--- src/rtl/smvm_row_encoder.sv ---
// -----------------------------------------------------------------------------
// smvm_row_encoder
//
// Front end of the sparse matrix-vector multiplier. It takes a dense matrix
// one signed 8-bit element per cycle in row-major order and drops the zeros.
// For every nonzero it emits a (value, column, ipv) entry; ipv=1 marks the
// last entry of a row. A row with no nonzeros still produces one (0, 0, 1)
// entry, so the consumer always sees exactly one ipv=1 per row.
// Entries are buffered in a first-word-fall-through FIFO. When the FIFO is
// full, backpressure from out_ready reaches the dense source through in_ready.
//
// Parameters
//   DEPTH     FIFO entries (power of two, >= 2)
//   MAX_COLS  maximum columns per row (column index is 3 bits)
//
// Ports
//   clk        rising-edge clock
//   rst_n      asynchronous active-low reset
//   start      frame start pulse, sampled only while idle
//   num_rows   rows in the frame, latched on an accepted start
//   num_cols   columns per row (1..MAX_COLS), latched on an accepted start
//   in_valid   dense element valid
//   in_data    dense element, signed two's complement
//   in_ready   element accepted when in_valid & in_ready
//   out_valid  FIFO head valid
//   out_val    entry value (signed)
//   out_col    entry column index
//   out_ipv    1 = last entry of its row
//   out_ready  entry popped when out_valid & out_ready
//   busy       high whenever a frame is in progress
//   done       one-cycle pulse at frame completion
// -----------------------------------------------------------------------------
module smvm_row_encoder #(
    parameter int DEPTH    = 8,
    parameter int MAX_COLS = 8
) (
    input  logic       clk,
    input  logic       rst_n,
    input  logic       start,
    input  logic [7:0] num_rows,
    input  logic [3:0] num_cols,
    input  logic       in_valid,
    input  logic [7:0] in_data,
    output logic       in_ready,
    output logic       out_valid,
    output logic [7:0] out_val,
    output logic [2:0] out_col,
    output logic       out_ipv,
    input  logic       out_ready,
    output logic       busy,
    output logic       done
);

    localparam int AW = (DEPTH > 1) ? $clog2(DEPTH) : 1;
    localparam int CW = AW + 1;
    localparam int EW = 12;

    typedef enum logic [1:0] {
        IDLE    = 2'd0,
        SCAN    = 2'd1,
        ROW_END = 2'd2,
        DRAIN   = 2'd3
    } state_t;

    state_t        state_reg;
    logic [7:0]    num_rows_reg;
    logic [3:0]    num_cols_reg;
    logic [2:0]    col_cnt_reg;
    logic [7:0]    row_cnt_reg;
    logic [7:0]    pend_val_reg;
    logic [2:0]    pend_col_reg;
    logic          pend_v_reg;
    logic          done_reg;

    // FIFO storage and bookkeeping
    logic [EW-1:0] mem [DEPTH];
    logic [AW-1:0] wr_ptr_reg;
    logic [AW-1:0] rd_ptr_reg;
    logic [CW-1:0] count_reg;

    logic          space;
    logic          accept;
    logic          in_nonzero;
    logic          last_col;
    logic          last_row;
    logic          push;
    logic [EW-1:0] push_data;
    logic          pop;
    logic [EW-1:0] head;

    // Space is judged on the registered count only, so a pop in this cycle
    // does not open in_ready until the next one (no out_ready -> in_ready path).
    assign space      = (count_reg < CW'(DEPTH));
    assign in_ready   = (state_reg == SCAN) && space;
    assign accept     = in_valid && in_ready;
    assign in_nonzero = (in_data != 8'd0);
    assign last_col   = ({1'b0, col_cnt_reg} == (num_cols_reg - 4'd1));
    assign last_row   = (row_cnt_reg == (num_rows_reg - 8'd1));

    // Entry generation. A nonzero is held in the pending register until we
    // know whether another nonzero follows in the same row; only then can its
    // ipv bit be decided. The final entry of a row is written in ROW_END.
    always_comb begin
        push      = 1'b0;
        push_data = '0;
        if (state_reg == SCAN) begin
            if (accept && in_nonzero && pend_v_reg) begin
                push      = 1'b1;
                push_data = {pend_val_reg, pend_col_reg, 1'b0};
            end
        end else if (state_reg == ROW_END) begin
            if (space) begin
                push      = 1'b1;
                push_data = pend_v_reg ? {pend_val_reg, pend_col_reg, 1'b1}
                                       : {8'd0, 3'd0, 1'b1};
            end
        end
    end

    // -------------------------------------------------------------------------
    // Control FSM
    // -------------------------------------------------------------------------
    always_ff @(posedge clk or negedge rst_n) begin
        if (!rst_n) begin
            state_reg    <= IDLE;
            num_rows_reg <= 8'd0;
            num_cols_reg <= 4'd0;
            col_cnt_reg  <= 3'd0;
            row_cnt_reg  <= 8'd0;
            pend_val_reg <= 8'd0;
            pend_col_reg <= 3'd0;
            pend_v_reg   <= 1'b0;
            done_reg     <= 1'b0;
        end else begin
            done_reg <= 1'b0;
            case (state_reg)
                IDLE: begin
                    if (start) begin
                        if ((num_rows == 8'd0) || (num_cols == 4'd0)) begin
                            // Empty frame: nothing to scan, just complete.
                            state_reg <= DRAIN;
                        end else begin
                            num_rows_reg <= num_rows;
                            num_cols_reg <= num_cols;
                            col_cnt_reg  <= 3'd0;
                            row_cnt_reg  <= 8'd0;
                            pend_v_reg   <= 1'b0;
                            state_reg    <= SCAN;
                        end
                    end
                end

                SCAN: begin
                    if (accept) begin
                        if (in_nonzero) begin
                            pend_val_reg <= in_data;
                            pend_col_reg <= col_cnt_reg;
                            pend_v_reg   <= 1'b1;
                        end
                        if (last_col) begin
                            col_cnt_reg <= 3'd0;
                            state_reg   <= ROW_END;
                        end else begin
                            col_cnt_reg <= col_cnt_reg + 3'd1;
                        end
                    end
                end

                ROW_END: begin
                    // Held here until the row-closing entry fits in the FIFO.
                    if (space) begin
                        pend_v_reg <= 1'b0;
                        if (last_row) begin
                            state_reg <= DRAIN;
                        end else begin
                            row_cnt_reg <= row_cnt_reg + 8'd1;
                            state_reg   <= SCAN;
                        end
                    end
                end

                DRAIN: begin
                    // Empty FIFO observed -> raise done next cycle, and leave
                    // DRAIN together with the done pulse so busy covers it.
                    if (done_reg) begin
                        state_reg <= IDLE;
                    end else if (count_reg == '0) begin
                        done_reg <= 1'b1;
                    end
                end

                default: state_reg <= IDLE;
            endcase
        end
    end

    assign busy = (state_reg != IDLE);
    assign done = done_reg;

    // -------------------------------------------------------------------------
    // Output FIFO (first-word-fall-through)
    // -------------------------------------------------------------------------
    assign out_valid = (count_reg != '0);
    assign pop       = out_valid && out_ready;

    always_ff @(posedge clk) begin
        if (push) begin
            mem[wr_ptr_reg] <= push_data;
        end
    end

    always_ff @(posedge clk or negedge rst_n) begin
        if (!rst_n) begin
            wr_ptr_reg <= '0;
            rd_ptr_reg <= '0;
            count_reg  <= '0;
        end else begin
            if (push) begin
                wr_ptr_reg <= wr_ptr_reg + AW'(1);
            end
            if (pop) begin
                rd_ptr_reg <= rd_ptr_reg + AW'(1);
            end
            case ({push, pop})
                2'b10:   count_reg <= count_reg + CW'(1);
                2'b01:   count_reg <= count_reg - CW'(1);
                default: count_reg <= count_reg;
            endcase
        end
    end

    // The head is masked while the FIFO is empty so stale or uninitialised
    // storage never shows on the outputs (they read zero after reset).
    assign head    = mem[rd_ptr_reg];
    assign out_val = out_valid ? head[11:4] : 8'd0;
    assign out_col = out_valid ? head[3:1]  : 3'd0;
    assign out_ipv = out_valid ? head[0]    : 1'b0;

endmodule

--- config.mk ---
export PLATFORM = sky130hd
export DESIGN_NAME = smvm_row_encoder
export DESIGN_NICKNAME = d
export VERILOG_FILES = /design/src/rtl/smvm_row_encoder.sv
export SDC_FILE = /design/constraint.sdc
export NUM_CORES = 1
export LEC_CHECK = 0
export BUFFER_PORTS_ARGS = -buffer_cell sky130_fd_sc_hd__clkbuf_2
export CORE_MARGIN = 1.5
export CORE_UTILIZATION = 35
export CTS_CLUSTER_DIAMETER = 60
export CTS_CLUSTER_SIZE = 30
export DETAILED_ROUTE_END_ITERATION = 12
export PLACE_DENSITY_LB_ADDON = 0.1
export REMOVE_ABC_BUFFERS = 1
export SETUP_SLACK_MARGIN = 0.1
export SYNTH_ARGS = -nofsm -noshare
export SYNTH_HDL_FRONTEND = slang
export SYNTH_SLANG_ARGS = --single-unit
--- constraint.sdc ---
create_clock -name clk -period 4.4 [get_ports clk]
set_clock_uncertainty 0.15 [all_clocks]
set_input_delay 0.66 -clock clk [delete_from_list [all_inputs] [get_ports clk]]
set_output_delay 0.66 -clock clk [all_outputs]
set_load 0.02 [all_outputs]
==> reports/metrics.yaml <==
status: "finished clean"
p_sw_w: 0.00167
io_buffers: 40
fp.dieW_um: 138
cts.htree.levels: 4
clkSinkCount: 144
clk_path_buf_depth: 2
routed_via_density: 5.08
synth_area_leader_cell: "edfxtp_1"
drv_cap: 0
syn-cell-area_mm2: 0.00635
final-setup-viol-count: 0
p_leak_nw: 2.85
grt_max_degree: 37
grt_usage_pct: 15.4
rsz0062_at_grt: "no"
place_congestion: 0.745
crit_path_frequent_cell: "buf_4"
yosys_register_bits: 144
ys_seq_area_share_pct: 64.3
critPathLaunchType: "flop"
gr-total-overflow: 0
fin_crit_sh_pct: 77.9
regMostFlops: "mem"
period_needed_ns: 3.43
yosysMostFrequentCell: "edfxtp_1"
final_util_pct: 41.9
synth.top_cell.area_share_pct: 45.4
clk_latency_ns: 0.42
dr.pass1.iters: 4
pwr-share-comb_pct: 32.0
drt_iter0_markers: 143
cts_resized: 0
pwr-share-seq_pct: 38.7
cp_data_required_time_ns: 4.38
crit_slowest_cell: "a211oi_2"
core_mm2: 0.0179
multi_input_area_mm2: 0.00216
synth_area_leaders: "edfxtp_1 (45%), dfrtp_1 (19%), mux4_2 (8.5%), mux2_2 (3.9%), mux2i_1 (2.2%)"
dieHeight_um: 138
yosys-top-cells-count: "edfxtp_1 (96), dfrtp_1 (48), nor2_1 (32)"
clkPwrFrac_pct: 29.3
arrival_ns: 3.41
ant_nets: 0
n_antenna_cell: 0
tns_ns: 0
dieArea_mm2: 0.0190
dpl.cell_count: 691
clk_transition_reported_paths_ns: 0.06
max-slew-margin-rel_pct: 32.8
critPathMaxStageDelay_ns: 0.82
crit_fanout: 14
path_cells: "nand3b_1 > a211oi_2 > a21oi_1 > buf_4 > nand2b_1 > nor2_1 > buf_4"
synthFlopType: "edfxtp_1"
end_kind: "flop"
dpl_cell_area_mm2: 0.00688
syn_area_per_cell_um2: 14.8
max_freq_mhz: 292
yosys_warnings: 0
final_cell_area_mm2: 0.00751
largest_register_ffs: 96
synth-edff-count: 96
synth-async-reset-ratio_pct: 33.3
numCtsBuffers: 17
ys_types: 46
drive_above_1_share_pct: 28.9
layoutNonFillerInstCount: 724
nets: 516
grt_pass1_wl_um: 21000
fillCellCount: 1662
hp-class: "primary input to flop"
worstMarginPinSlew_ns: 1.01
seq_area_mm2: 0.00408
start_util_pct: 35.5
wl_per_cell_um: 18.1
tritoncts: "done"
swShare_pct: 32.8
path_class: "flop to flop"
path_delay_family: "simple AND/OR/NAND/NOR gates"
rows: 49
grt_antenna_before_repair: 0
synth_cells: 428
routed_wl_um: 13100
slew_violations: 0
synthToLayoutAreaGrowth_pct: 18.3
pin_count: 41
drc: 0
hold_violations: 0
via_count: 3677
ir_worst_vdd_v: 0.000334
post-dp-hpwl_um: 8970
grt_pass1_vias: 3755
power.internal_w: 0.00343
root_buffer: "clkbuf_16"
critical_path_buf_inv_count: 2
power_density_mw_per_mm2: 680
-- worst register-to-register path, cell delays in order, from the launching register on --
cell and delay, ns:
dfrtp_1 0.48, nand3b_1 0.27, a211oi_2 0.82, a21oi_1 0.16, buf_4 0.22, nand2b_1 0.21
nor2_1 0.56, buf_4 0.27
-- metal layers --
metal / routed length (um) / vias up / global-route usage [%] / share of wire [%]
met5: 0 / - / 0 / 0
met4: 159 / 0 / 4.74 / 1.2
met3: 507 / 15 / 3.68 / 3.9
met2: 6490 / 80 / 25.3 / 49
met1: 5960 / 1858 / 20.2 / 45
li1: - / 1724 / - / -
-- power by group through the flow --
stage / registers, W / logic, W / clock network [W]
after detailed placement: 0.00201 / 0.00167 / 0
after global routing: 0.00202 / 0.00183 / 0.00159
after floorplan: 0.00200 / 0.00116 / 0
final: 0.00197 / 0.00164 / 0.00149
after global placement: 0.00200 / 0.00166 / 0
after CTS: 0.00198 / 0.00168 / 0.00153
-- final timing paths --
path	endpoint	startpoint	depth (start not counted)	slack, ns
min in group asynchronous	row_cnt_reg[7]$_DFFE_PN0P_	rst_n	2	0.54
worst min register to register	pend_val_reg[4]$_DFFE_PN0P_	pend_val_reg[4]$_DFFE_PN0P_	1	0.35
worst max-delay path	mem[5][8]$_DFFE_PP_	state_reg[1]$_DFFE_PN0P_	7	0.97
max in group asynchronous	num_rows_reg[0]$_DFFE_PN0P_	rst_n	3	2.75
worst min-delay path	num_cols_reg[1]$_DFFE_PN0P_	num_cols[1]	3	0.32
worst max register to register	mem[5][8]$_DFFE_PP_	state_reg[1]$_DFFE_PN0P_	7	0.97
-- cell families after synthesis --
family / share of synthesized area (%)
fa+ha+maj: 1.77
mux: 14.6
simple gates: 9.30
compound gates: 4.24
xor+xnor: 3.45
buf+inv: 2.27
flops: 64.3
-- layout by cell type, fill, tap and decap left out, drive strengths merged, types with 4 or more instances in the layout --
cell    instances
edfxtp         96
clkbuf         58
dfrtp          48
nor2           33
nand2          26
mux4           24
mux2           22
o21ai          19
inv            16
xnor2          15
mux2i          14
buf            14
and2           11
a21oi          10
xor2           10
ha              9
nor4            9
nor3            8
nand2b          6
clkinv          5
a21o            4
and3            4
nand4           4
bufinv          4
or4             4
-- stage by stage --
step                hold slack, ns  power, W  worst slack [ns]
floorplan                    0.214   0.00316             0.341
global placement             0.333   0.00366             0.781
detailed placement           0.339   0.00368             0.770
CTS                          0.307   0.00519             0.904
global route                 0.327   0.00544             0.638
finish                       0.322   0.00510             0.971
-- cell type report --
class                   instances  share of cell area, %
clock buffers                  18                   5.72
clock inverters                14                   2.47
inverters                      13                  0.650
multi-input cells             251                   28.7
flip-flops and latches        144                   54.4
well taps                     229                   3.82
repair buffers                 55                   4.20
-- what timing repair did --
action,CTS,global route
hold buffers,1,0
hold endpoints to repair,12,0
endpoints found under the setup margin,0,0
buffers inserted,0,0
(Power assumes the default switching activity.)
